==> config.mk <==
export PLATFORM = sky130hd
export DESIGN_NAME = multicycle_control
export DESIGN_NICKNAME = d
export VERILOG_FILES = /design/src/rtl/multicycle_control.sv
export SDC_FILE = /design/constraint.sdc
export NUM_CORES = 1
export LEC_CHECK = 0
export CORE_ASPECT_RATIO = 1.1
export CORE_MARGIN = 2
export CORE_UTILIZATION = 45
export CTS_CLUSTER_SIZE = 16
export DETAILED_ROUTE_END_ITERATION = 8
export GPL_ROUTABILITY_DRIVEN = 0
export PLACE_DENSITY = 0.76
export SLEW_MARGIN = 25
export SYNTH_ARGS = -nofsm -noshare
export SYNTH_HDL_FRONTEND = slang
export SYNTH_SLANG_ARGS = --single-unit
==> constraint.sdc <==
create_clock -name clk -period 2.6 [get_ports clk]
set_clock_uncertainty 0.1 [all_clocks]
set_input_delay 0.39 -clock clk [delete_from_list [all_inputs] [get_ports clk]]
set_output_delay 0.39 -clock clk [all_outputs]
set_load 0.05 [all_outputs]
==> src/rtl/multicycle_control.sv <==
// Multicycle RV32I control: sequences FETCH/DECODE/EXEC/MEM/WB and drives every datapath select/enable.
// Latency: ALU 4, load 5, store 4, branch 3, jal 3, illegal 2 cycles, plus one per mem_ready-low wait cycle.
// Backpressure: with MEM_HANDSHAKE_EN defined, FETCH/MEM_READ/MEM_WRITE hold until mem_ready; otherwise mem_ready is unused.
module multicycle_control (
  input  logic        clk,
  input  logic        rst,
  input  logic [6:0]  opcode,
  input  logic [2:0]  funct3,
  input  logic        zero,
  input  logic        mem_ready,
  output logic        mem_req,
  output logic        mem_we,
  output logic        sel_adr,
  output logic        pc_we,
  output logic        sel_pc_src,
  output logic        ir_we,
  output logic [1:0]  sel_alu_a,
  output logic [1:0]  sel_alu_b,
  output logic [1:0]  alu_op,
  output logic [1:0]  sel_result,
  output logic        rf_we,
  output logic        illegal,
  output logic [31:0] instret,
  output logic [3:0]  state
);

  typedef enum logic [3:0] {
    S_FETCH     = 4'd0,
    S_DECODE    = 4'd1,
    S_MEM_ADDR  = 4'd2,
    S_MEM_READ  = 4'd3,
    S_MEM_WB    = 4'd4,
    S_MEM_WRITE = 4'd5,
    S_EXEC_R    = 4'd6,
    S_EXEC_I    = 4'd7,
    S_ALU_WB    = 4'd8,
    S_BRANCH    = 4'd9,
    S_JAL       = 4'd10
  } state_t;

  localparam logic [6:0] OP_R     = 7'b0110011;
  localparam logic [6:0] OP_I     = 7'b0010011;
  localparam logic [6:0] OP_LOAD  = 7'b0000011;
  localparam logic [6:0] OP_STORE = 7'b0100011;
  localparam logic [6:0] OP_JAL   = 7'b1101111;
  localparam logic [6:0] OP_BR    = 7'b1100011;

  // Mux select encodings, named for readability of the state table
  localparam logic [1:0] A_PC     = 2'b00;
  localparam logic [1:0] A_OLDPC  = 2'b01;
  localparam logic [1:0] A_RS1    = 2'b10;
  localparam logic [1:0] B_RS2    = 2'b00;
  localparam logic [1:0] B_IMM    = 2'b01;
  localparam logic [1:0] B_FOUR   = 2'b10;
  localparam logic [1:0] OP_ADD   = 2'b00;
  localparam logic [1:0] OP_SUB   = 2'b01;
  localparam logic [1:0] OP_FUNCT = 2'b10;
  localparam logic [1:0] R_ALUOUT = 2'b00;
  localparam logic [1:0] R_MEM    = 2'b01;
  localparam logic [1:0] R_ALU    = 2'b10;

  // Held in a plain vector so unused codes 11-15 are representable and recoverable
  logic [3:0]  state_q;
  state_t      state_d;
  logic [31:0] instret_q;
  logic        retire;
  logic        mem_rdy;

`ifdef MEM_HANDSHAKE_EN
  assign mem_rdy = mem_ready;
`else
  // Memory is assumed single-cycle; the handshake input is tied off
  logic unused_mem_ready;
  assign unused_mem_ready = mem_ready;
  assign mem_rdy          = 1'b1;
`endif

  // State register; reset and any unused code land in FETCH
  always_ff @(posedge clk) begin
    if (rst) begin
      state_q <= S_FETCH;
    end else begin
      state_q <= state_d;
    end
  end

  // Retired-instruction counter, wraps naturally at 2^32
  always_ff @(posedge clk) begin
    if (rst) begin
      instret_q <= 32'd0;
    end else if (retire) begin
      instret_q <= instret_q + 32'd1;
    end
  end

  // Next-state and output decode; reset forces every output low so an aborted instruction writes nothing
  always_comb begin
    state_d    = S_FETCH;
    retire     = 1'b0;
    mem_req    = 1'b0;
    mem_we     = 1'b0;
    sel_adr    = 1'b0;
    pc_we      = 1'b0;
    sel_pc_src = 1'b0;
    ir_we      = 1'b0;
    sel_alu_a  = A_PC;
    sel_alu_b  = B_RS2;
    alu_op     = OP_ADD;
    sel_result = R_ALUOUT;
    rf_we      = 1'b0;
    illegal    = 1'b0;

    case (state_q)
      S_FETCH: begin
        mem_req   = 1'b1;
        sel_adr   = 1'b0;
        sel_alu_a = A_PC;
        sel_alu_b = B_FOUR;
        alu_op    = OP_ADD;
        if (mem_rdy) begin
          ir_we      = 1'b1;
          pc_we      = 1'b1;
          sel_pc_src = 1'b0;
          state_d    = S_DECODE;
        end else begin
          state_d = S_FETCH;
        end
      end

      S_DECODE: begin
        // Speculatively form the branch/jump target old_pc+imm in alu_out
        sel_alu_a = A_OLDPC;
        sel_alu_b = B_IMM;
        alu_op    = OP_ADD;
        case (opcode)
          OP_R:     state_d = S_EXEC_R;
          OP_I:     state_d = S_EXEC_I;
          OP_LOAD:  state_d = S_MEM_ADDR;
          OP_STORE: state_d = S_MEM_ADDR;
          OP_JAL:   state_d = S_JAL;
          OP_BR: begin
            if (funct3 == 3'b000 || funct3 == 3'b001) begin
              state_d = S_BRANCH;
            end else begin
              illegal = 1'b1;
              state_d = S_FETCH;
            end
          end
          default: begin
            illegal = 1'b1;
            state_d = S_FETCH;
          end
        endcase
      end

      S_MEM_ADDR: begin
        sel_alu_a = A_RS1;
        sel_alu_b = B_IMM;
        alu_op    = OP_ADD;
        state_d   = (opcode == OP_LOAD) ? S_MEM_READ : S_MEM_WRITE;
      end

      S_MEM_READ: begin
        mem_req = 1'b1;
        sel_adr = 1'b1;
        state_d = mem_rdy ? S_MEM_WB : S_MEM_READ;
      end

      S_MEM_WB: begin
        rf_we      = 1'b1;
        sel_result = R_MEM;
        retire     = 1'b1;
        state_d    = S_FETCH;
      end

      S_MEM_WRITE: begin
        mem_req = 1'b1;
        mem_we  = 1'b1;
        sel_adr = 1'b1;
        if (mem_rdy) begin
          retire  = 1'b1;
          state_d = S_FETCH;
        end else begin
          state_d = S_MEM_WRITE;
        end
      end

      S_EXEC_R: begin
        sel_alu_a = A_RS1;
        sel_alu_b = B_RS2;
        alu_op    = OP_FUNCT;
        state_d   = S_ALU_WB;
      end

      S_EXEC_I: begin
        sel_alu_a = A_RS1;
        sel_alu_b = B_IMM;
        alu_op    = OP_FUNCT;
        state_d   = S_ALU_WB;
      end

      S_ALU_WB: begin
        rf_we      = 1'b1;
        sel_result = R_ALUOUT;
        retire     = 1'b1;
        state_d    = S_FETCH;
      end

      S_BRANCH: begin
        // Compare rs1-rs2; target was computed in DECODE and sits in alu_out
        sel_alu_a  = A_RS1;
        sel_alu_b  = B_RS2;
        alu_op     = OP_SUB;
        sel_pc_src = 1'b1;
        pc_we      = (funct3 == 3'b000) ? zero : !zero;
        retire     = 1'b1;
        state_d    = S_FETCH;
      end

      S_JAL: begin
        // ALU forms the link value old_pc+4 while PC loads the target from alu_out
        sel_alu_a  = A_OLDPC;
        sel_alu_b  = B_FOUR;
        sel_result = R_ALU;
        rf_we      = 1'b1;
        pc_we      = 1'b1;
        sel_pc_src = 1'b1;
        retire     = 1'b1;
        state_d    = S_FETCH;
      end

      default: begin
        state_d = S_FETCH;
      end
    endcase

    if (rst) begin
      state_d    = S_FETCH;
      retire     = 1'b0;
      mem_req    = 1'b0;
      mem_we     = 1'b0;
      sel_adr    = 1'b0;
      pc_we      = 1'b0;
      sel_pc_src = 1'b0;
      ir_we      = 1'b0;
      sel_alu_a  = A_PC;
      sel_alu_b  = B_RS2;
      alu_op     = OP_ADD;
      sel_result = R_ALUOUT;
      rf_we      = 1'b0;
      illegal    = 1'b0;
    end
  end

  assign instret = rst ? 32'd0 : instret_q;
  assign state   = rst ? 4'd0  : state_q;

endmodule

[After elaboration in Yosys (flattened, before gate mapping)]
Cells that the tools add are included.
Storage, ports and cells
  register bits: 36
Operators by class
  equality and inequality tests: 17
  reductions and logical operators: 16
  multiplexer cells: 35
  add/subtract/negate cells: 1
Operators with widths (count)
  $pmux W4 S5: 2
  $add A32 B1 Y32 const B: 1
  $mux W32: 1
  $mux W1: 19
  $eq A4 B3 Y1 const B: 4
  $pmux W2 S2: 4
  $eq A7 B6 Y1 const B: 2
  $eq A7 B7 Y1 const B: 2
  $eq A4 B4 Y1 const B: 3
  $reduce_or A2 Y1: 6
  $reduce_or A5 Y1: 2
  $reduce_or A3 Y1: 3
  $eq A4 B2 Y1 const B: 2
  $mux W2: 4
  $mux W4: 2
  $eq A7 B2 Y1 const B: 1
  $eq A7 B5 Y1 const B: 1
  $eq A4 B1 Y1 const B: 1
  $logic_not A4 Y1: 1
  $pmux W1 S2: 2
  $reduce_or A4 Y1: 1
  $eq A3 B1 Y1 const B: 1
  $logic_not A3 Y1: 1
  $mux W3: 1
  2 further kinds: 2

[Depth between registers and ports, before layout]
  word-level depth: 6
  mapped depth: 8
  gate-level depth less buffers: 5

[Worst setup path after synthesis]
Ideal clock, no wire load.
  path type: input port to output port
  start point: input rst
  end point: output sel_adr
  data arrival time: 2401 ps
  stages: 3
  data required time: 2110 ps
  slack: -291 ps
  cells stage by stage: buf_2 -> clkbuf_1 -> nor4b_1
On the way
  longest elaborated chain between the ends: 1
RTL lines
  start, declared: line 6  | input logic rst,
  $mux W1: line 237  | if (rst) begin
  end, declared: line 13  | output logic sel_adr,
Every way passes these cells.

[Worst setup path in the final report]
  start point: input opcode[3]
  end point: output illegal
On the way
  longest elaborated chain between the ends: 5
  elaborated cells on any way between the ends: 10
  those cells by class: 6 x eq/ne; 3 x mux; 1 x reduce/logical
RTL lines
  start, declared: line 7  | input logic [6:0] opcode,
  $eq A7 B2 Y1, or another cell as far along: line 135  | case (opcode)
  $reduce_or A5 Y1 (no line)
  $pmux W1 S2 (*): line 135
  $mux W1 (*): line 113  | case (state_q)
  $mux W1 (*): line 237
  end, declared: line 22  | output logic illegal,
Every way passes the cells marked *; elsewhere a longest branch is shown, timed or not.

==> run metrics <==
status=complete, no violations; Ys Warns=0; final non-filler cell total=415; worst-skew pair later-pin latency=0.29 ns; DR pass1 iterations=4; Ports=66; Fmax=0.4017 GHz; worst endpoint data arrival time=2.00 ns; core area=4966 um2; hold buffer count at CTS=0; CP endpoint kind=output port; residual DRC count=0; final WL=roughly 5400 um; wire length per cell=12.95 um; syn nets=306; CTS tree=yes; Synth area leader=dfxtp_1; Worst Max-Slew Pin Slew=approximately 0.6 ns; initial DRC count=84; row count=27; Simple-Gate Fraction of Synth Area=42.53%; # diodes=0; P per Cell Area=around 360 nW/um2; complex-gate fraction of the synthesized area=6.897%; Syn Inst Count=291; Area growth syn-to-layout=34.04%; placed instance area=2962 um2; area of the die=5666 um2; mux share of post-synthesis cell area=1.806%; largest family of logic cells by synthesized area=simple AND/OR/NAND/NOR gates; CTS max path bufs=2; Synth top area share=31.53%; first-pass GRT wire length=9197 um; Post-synth top flop=dfxtp_1; RSZ-0062 raised after global routing=no; Post-CTS Setup Repair Bufs=0; area of the mapped netlist=2286 um2; worst path required time=between 2 and 2.5 ns; Final Hold Fails=0; initial core utilization=46.03%; crit path max fanout=2; CTS clk-pin slew, worst paths=about 0.070 ns; GRT Residual Overflow=0; Synth Area in XOR/XNOR=around 11%; max_cap viols=0; startpoint types=primary input; Clock Root Buffer=clkbuf_8; number of global-route vias before repair=2042; Hold WC Path Type=flip-flop to flip-flop; initial antenna violation count=0; Avg Cell Area, Syn=slightly below 8 um2; routed vias=around 2300; Final #Nets=371; largest net degree at the start of global routing=29; Final HPWL DP=3929 um; Seq cells post-synth=36; fin. max-slew vios=0; Slew headroom=60.39%; post-route setup TNS=0 ns; EDFF count, synth=0; CP Class=primary input to output port; Final Critical Period=2.489 ns; Die Y=78.75 um; total track usage=19.73%; post-route cell area=3064 um2; IO Port Bufs=64; DR vias/cell=5.504; final core utilization=61.70%; Final period util=between 90 and 100%; Final Setup Violations=0; sequential-to-total area share from yosys stat=31.53%; Inst Count DP=407; count of cell types in the netlist=45; number of buffers created by CTS=5; ys async rst share=0%; Post-CTS Resized=0; share of cells above drive strength 1=a little under a quarter; Detail Route Antenna Nets=0; Leak=1.164 nW; Max VDD drop=0.3432 mV; Synth area leaders=dfxtp_1 32%, xnor2_1 10%, nor2b_1 9.9%; Synth Area in Adders=0.5473%; commonest cells in the netlist=41 x nor2_1, 36 x dfxtp_1, 36 x nor2b_1; H-tree depth=2; most frequent cell after synthesis=nor2_1; Clock Sinks=36; Die W=about 72 um
flip-flops by register name, summed over array words and instances, names as in the netlist:
| name | cells |
|---|---|
| state_q | 4 |
| instret_q | 32 |
stage by stage:
stage               total power [mW]  hold WS (ns)  worst slack (ns)
floorplan                     0.6497        0.3799           0.04955
global route                   1.152        0.4532           0.06333
global placement              0.7077        0.4008           0.03181
CTS                            1.117        0.4246           0.01680
finish                         1.107        0.4269            0.1107
detailed placement            0.7091        0.4117           0.03495
cell families after synthesis:
group	after synthesis
flops	36
fa+ha+maj	1
mux	4
compound gates	25
xor+xnor	29
buf+inv	26
simple gates	170
power by group:
part	switching [mW]	total [mW]	leakage (nW)	internal, mW
logic	0.0820	0.141	0.823	0.0586
registers	0.00347	0.556	0.290	0.552
clock network	0.200	0.411	0.0510	0.211
total	0.285	1.11	1.16	0.822
path summary, 6_finish.rpt:
| kind | cells past startpoint | end | startpoint | slack [ns] |
|---|---|---|---|---|
| min | 2 | instret_q[29]$_SDFFE_PP0P_ | instret_q[27]$_SDFFE_PP0P_ | 0.43 |
| min reg2reg | 2 | instret_q[29]$_SDFFE_PP0P_ | instret_q[27]$_SDFFE_PP0P_ | 0.43 |
| max | 6 | illegal | opcode[3] | 0.11 |
| max reg2reg | 5 | instret_q[28]$_SDFFE_PP0P_ | state_q[3]$_SDFF_PP0_ | 0.35 |
worst max-delay path: stages:
cell             delay [ns]
clkdlybuf4s50_1        0.41
or2_2                  0.31
or3_1                  0.32
a211oi_2               0.29
nor4_2                 0.08
buf_4                  0.20
cell usage in the layout, fill, tap and decap left out, types with 2 or more instances in the layout:
| cell | instances |
|---|---|
| and4_1 | 4 |
| xnor2_1 | 27 |
| dlymetal6s2s_1 | 2 |
| nand2b_4 | 2 |
| nor4_2 | 3 |
| mux2i_1 | 3 |
| nand3_1 | 9 |
| or4_1 | 2 |
| xor2_1 | 2 |
| nor3_2 | 2 |
| or2_2 | 2 |
| nand2b_1 | 4 |
| o21ai_0 | 3 |
| clkdlybuf4s50_1 | 20 |
| nor4_1 | 13 |
| nor2_1 | 41 |
| buf_12 | 3 |
| nand4_1 | 9 |
| clkinv_2 | 2 |
| nor4b_1 | 3 |
| nor3_1 | 14 |
| clkbuf_8 | 6 |
| a21oi_1 | 12 |
| and3_1 | 3 |
| nor3b_1 | 2 |
| nand2_1 | 10 |
| nor2b_1 | 36 |
| buf_4 | 53 |
| inv_1 | 5 |
| a31o_2 | 2 |
| dfxtp_1 | 36 |
| or3_1 | 5 |
final cells by class:
class | instances | area (um2)
Fill cell | 463 | 1902
Multi-Input combinational cell | 229 | 1471
Sequential cell | 36 | 720.7
Timing Repair Buffer | 79 | 688.2
Clock buffer | 6 | 82.58
Tap cell | 58 | 72.57
Inverter | 5 | 18.77
Clock inverter | 2 | 10.01
metal layers:
layer  up-vias  share of wire [%]  global-route usage (%)
met3         4                6.3                   3.680
li1       1140                  -                       -
met1      1066                 45                   25.27
met4         0               0.67                   5.660
met2        74                 48                   33.61
met5         -                  0                       0
No activity file was read; power rests on OpenSTA's default activity.
==> RTL edit 1: new RTL, config.mk and constraints unchanged <==
The option `MEM_HANDSHAKE_EN` is turned on by a define.
--- a/src/rtl/multicycle_control.sv
+++ b/src/rtl/multicycle_control.sv
@@ -1,6 +1,8 @@
 // Multicycle RV32I control: sequences FETCH/DECODE/EXEC/MEM/WB and drives every datapath select/enable.
 // Latency: ALU 4, load 5, store 4, branch 3, jal 3, illegal 2 cycles, plus one per mem_ready-low wait cycle.
 // Backpressure: with MEM_HANDSHAKE_EN defined, FETCH/MEM_READ/MEM_WRITE hold until mem_ready; otherwise mem_ready is unused.
+`define MEM_HANDSHAKE_EN
+
 module multicycle_control (
   input  logic        clk,
   input  logic        rst,
Check against the original RTL: not equivalent (a bounded check fails within 4 cycles, from zero or initial values and one cycle with rst high).
==> RTL edit 1 against the original RTL <==
  * Non-clock buffer count increased by 2
  * Critical path depth down 2
  * Wire length increased by 17%
  * Hold slack got worse by 0.028 ns
  * Die area up 2.5%
  * Maximum frequency is 5.6% higher
  * Final cell count up 6.5%
  * Register-to-register slack barely moved
  * Worst setup slack better by 0.13 ns
  * Sequential cell count did not move
  * Sequential power hardly changed
  * Power decreased by 1.7%
  * Cell area up 8.3%
  * Synthesized area up 2.7%
==> RTL edit 1: results (changes against the original RTL) <==
=================================================================================================
Status                                                                               finished clean
Worst Tran Pin Value                                                                     0.517 ns   -0.0712 ns
Fin util                                                                                    65.9%   +4.2 points
Iteration-0 DRC count of the detailed router                                                  181   +120%
Clock buffer count from CTS                                                                     5   unchanged
Number of distinct library cell variants in the gate-level netlist after synthesis             48   +6.7%
Count of input and output buffers                                                              65   +1.6%
Clock period minus final worst setup slack                                                2.36 ns   -0.131 ns
Number of nets in the synthesized netlist                                                     329   +7.5%
Worst reg2reg path endpoint                                                          instret_q[31]
Hold_ws                                                                                  0.398 ns   -0.0285 ns
Total via count after detailed routing                                                      2,539   +11%
Total Routing Usage GR                                                                      22.2%   +2.5 points
Final standard cell count with taps included and fillers excluded                             442   +6.5%
Total routed wirelength                                                                   6290 um   +17%
Largest stage delay on the critical path                                                  0.48 ns   +0.07 ns
Worst-case hold path end point                                                       instret_q[17]
Number of placed cells counting well taps                                                     434   +6.6%
Combinational power share                                                                   13.1%   +0.4 points
Number of search-and-repair iterations in the first detailed-routing pass                       4   unchanged
M3 GR Usage                                                                                 4.17%   +0.49 points
Dominant cells by area after synthesis                                               dfxtp_1 31%, nor2b_1 10%, nor2_1 5.0%, a21oi_1 4.7%, nor3_1 3.6%
Cell types with the highest counts after synthesis                                   39 x nor2b_1, 36 x dfxtp_1, 31 x nor2_1
Maximum vdd drop                                                                       0.000295 V   -14%
Antenna Cells                                                                                   0   unchanged
Total number of nets in the final design                                                      398   +7.3%
Fill count                                                                                    436   -5.8%
Switching share of power                                                                    26.1%   +0.40 points
Worst setup path end                                                                      illegal
Final HPWL DP                                                                             4730 um   +20%
Share of the yosys chip area belonging to registers                                         30.7%   -0.82 points
Via count of the first global-routing pass                                                  2,270   +11%
Amount of wire on met3 after detailed routing                                              297 um   -13%
Launch point of the worst hold path                                                  instret_q[17]
Metal2 WL                                                                                 2990 um   +16%
Fraction of power consumed by the clock network                                             36.0%   -1.1 points
M1 wire length                                                                            2940 um   +21%
Worst Reg2Reg Path Length in Cells                                                              6   +1
Place WS                                                                                 0.274 ns   +0.240 ns
Post-detailed-placement cell area                                                        3230 um2   +9.2%
Internal power                                                                           0.804 mW   -2.2%
Crit path launch                                                                       state_q[0]
First-pass GRT wire length                                                              10,500 um   +14%
P_leak                                                                                    1.23 nW   +5.2%
Per-instance average area after synthesis                                                7.48 um2   -4.8%
GR met2 Demand/Resource                                                                     36.3%   +2.7 points
Arrival time at the worst endpoint                                                        1.87 ns   -0.13 ns
Crit path max-delay cell type                                                             dfxtp_1
Crit-path max FO                                                                                8   +6
Clock slew at the register clock pins of the worst setup and hold paths                   0.07 ns   about the same
Fraction of layout instances using a drive strength above 1                                 22.1%   -0.55 points
Pin count of the biggest net entering global routing                                           47   +62%
Origin of the critical flop-to-flop path                                               state_q[3]
Met1 Resource Use GR                                                                        29.9%   +4.6 points
=================================================================================================
==> RTL edit 1: cell types whose count changed after synthesis, moves of 4 or more <==
cell and delta:
xnor2_1 -23, nand2_1 +11, a21oi_1 +10, nor2_1 -10, o21ai_0 +10, nor4_1 -6, xor2_1 +6, mux2_1 +4
nand4_1 +4, o2111ai_1 +4, or3_1 +4, or4_1 +4
==> RTL edit 1: cell families after synthesis <==
| kind of cell | share of synthesized area (%) |
|---|---|
| compound gates | 15.7 |
| buf+inv | 3.78 |
| simple gates | 41.6 |
| xor+xnor | 4.48 |
| mux | 3.25 |
| flops | 30.7 |
| fa+ha+maj | 0.533 |
==> RTL edit 1: final cells by class <==
type / count / area share [%]
Multi-Input combinational cell: 255 / 48.4
Timing Repair Buffer: 81 / 24.7
Sequential cell: 36 / 21.7
Clock buffer: 7 / 2.30
Tap cell: 58 / 2.19
Inverter: 4 / 0.452
Clock inverter: 1 / 0.264
==> RTL edit 2: new RTL, same flow settings <==
Without the edit above. Reset style: asynchronous (`rst`), changed in 2 clocked blocks.
--- a/src/rtl/multicycle_control.sv
+++ b/src/rtl/multicycle_control.sv
@@ -76,7 +76,7 @@
 `endif
 
   // State register; reset and any unused code land in FETCH
-  always_ff @(posedge clk) begin
+  always_ff @(posedge clk or posedge rst) begin
     if (rst) begin
       state_q <= S_FETCH;
     end else begin
@@ -85,7 +85,7 @@
   end
 
   // Retired-instruction counter, wraps naturally at 2^32
-  always_ff @(posedge clk) begin
+  always_ff @(posedge clk or posedge rst) begin
     if (rst) begin
       instret_q <= 32'd0;
     end else if (retire) begin
Check against the original RTL: same outputs for any inputs over 10 cycles, from zero or initial values and one cycle with rst high; that may be too few to reach the edited logic, so the function may still have changed.
==> RTL edit 2 against the original RTL <==
  * Sequential cell count stayed put
  * Final cell count down 12%
  * Wire length fell by 3.8%
  * Critical path depth decreased by 2
  * Critical path type unchanged
  * Cell area rose by 16%
  * Via count down 15%
  * Highest routed layer unchanged
  * Largest power group unchanged
  * Power is 5.7% higher
  * Worst setup slack improved by 0.13 ns
  * Register-to-register slack better by 0.12 ns
  * Sequential share of layout area up 1.9 points
  * Synthesized area is 4.2% lower
==> RTL edit 2: results (changes against the original RTL) <==
=================================================================================================
Origin of the critical flop-to-flop path                                               state_q[1]
Clock buffer count from CTS                                                                     5   unchanged
Worst Tran Pin Value                                                                     0.420 ns   -0.169 ns
Resize count post-CTS                                                                           0   unchanged
Number of distinct library cell variants in the gate-level netlist after synthesis             39   -13%
Dominant cells by area after synthesis                                               dfrtp_1 41%, nor2b_1 10%, xnor2_1 9.2%, xor2_1 4.4%, nand2_1 3.8%
Number of search-and-repair iterations in the first detailed-routing pass                       4   unchanged
Status                                                                               finished clean
Insertion delay of the later-clocked pin in the worst-skew pair                           0.28 ns
Per-instance average area after synthesis                                                9.09 um2   +16%
Fraction of layout instances using a drive strength above 1                                 26.8%   +4.1 points
Fill count                                                                                    321   -31%
Total number of nets in the final design                                                      324   -13%
Hold Path Depth                                                                                 1   -1
Iteration-0 DRC count of the detailed router                                                  160   +90%
Crit-path max FO                                                                                8   +6
Launch point of the worst hold path                                                  instret_q[2]
Arrival time at the worst endpoint                                                        1.86 ns   -0.14 ns
Slack of the worst reg-to-reg path                                                        0.47 ns   +0.12 ns
Power dissipated by switching net loads                                                  0.306 mW   +7.2%
Worst reg2reg path endpoint                                                          instret_q[31]
Buffer cell driving the clock tree root                                                  clkbuf_8
Cell types with the highest counts after synthesis                                   36 x dfrtp_1, 36 x nor2b_1, 23 x xnor2_1
Final standard cell count with taps included and fillers excluded                             366   -12%
Hold Crit Class                                                                      register to register
Maximum vdd drop                                                                       0.000396 V   +16%
Total Routing Usage GR                                                                      19.7%   -0.027 points
Total routed wirelength                                                                   5170 um   -3.8%
Via count of the first global-routing pass                                                  1,931   -5.4%
Maximum clock insertion buffer count                                                            2   unchanged
Commonest non-fill, non-tap cell in the layout                                             buf_12
P_leak                                                                                    1.56 nW   +34%
# Post-CTS Setup Buffers                                                                        0   unchanged
Place WS                                                                                 0.241 ns   +0.206 ns
Post-detailed-placement cell area                                                        3450 um2   +17%
Number of nets in the synthesized netlist                                                     256   -16%
Number of placed cells counting well taps                                                     358   -12%
H-tree depth                                                                                    2   unchanged
Post-DR vias/cell                                                                            5.29   -3.9%
Pin count of the biggest net entering global routing                                           22   -24%
Worst-case hold path end point                                                       instret_q[2]
Share of synthesized flip-flops with an asynchronous set or reset                            100%   +100 points
Final HPWL DP                                                                             4040 um   +2.9%
First-pass GRT wire length                                                                8810 um   -4.2%
Share of the yosys chip area belonging to registers                                         41.1%   +9.6 points
=================================================================================================
[RTL edit 2: cell count changes in the layout (fill, tap and decap cells not counted), sizes merged, moves of 8 or more]
cell	change
dfrtp	+36
dfxtp	-36
nor2	-24
nor4	-13
nand2	+12
xor2	+9
clkdlybuf4s50	-8
[RTL edit 2: per-layer routing]
layer  vias to the layer above  track usage [%]  part of all wire (%)
met5                         -                0                     0
met4                         0             4.81                  0.89
met3                         4             4.60                   5.3
met2                        57             33.6                    50
met1                       924             25.1                    43
li1                        951                -                     -
[RTL edit 2: worst max path at each step]
| stage | startpoint | to | depth (start not counted) |
|---|---|---|---|
| floorplan | state_q[1] | sel_pc_src | 4 |
| global placement | rst | instret_q[31] | 6 |
| CTS | state_q[0] | sel_pc_src | 6 |
| global route | state_q[0] | sel_pc_src | 6 |
| detailed placement | rst | sel_result[0] | 4 |
| finish | rst | sel_result[0] | 4 |
[RTL edit 2: critical path, cell delays in order]
cell and delay, ns:
clkdlybuf4s50_1 0.55, or2_2 0.44, nor3_1 0.30, buf_12 0.19
[RTL edit 2: power by group through the flow]
stage                     clock [mW]  sequential [mW]  combinational (mW)
final                          0.403            0.579               0.189
after global routing           0.439            0.581               0.201
after CTS                      0.411            0.579               0.191
after detailed placement           0            0.590               0.191
after global placement             0            0.589               0.187
after floorplan                    0            0.584              0.0998
[RTL edit 2: cell families after synthesis]
group	share of synthesized area, %
simple gates	36.8
flops	41.1
fa+ha+maj	0.571
xor+xnor	13.6
mux	0.971
compound gates	4.28
buf+inv	2.63
[RTL edit 2: final cells by class]
cell class                 count  share of cell area, %
tap                           56                   1.98
inverter                       2                  0.212
clock inverter                 2                  0.282
clock buffer                   6                   2.33
timing repair buffer          73                   34.3
multi-input combinational    191                   35.5
sequential                    36                   25.4
[RTL edit 2: stage by stage]
step	hold slack (ns)	setup TNS, ns	util [%]
after CTS	0.366	0	76.2
after global routing	0.390	0	76.2
after global placement	0.348	0	74.2
after floorplan	0.334	-0.126	-
final	0.367	0	76.2
after detailed placement	0.352	0	74.2
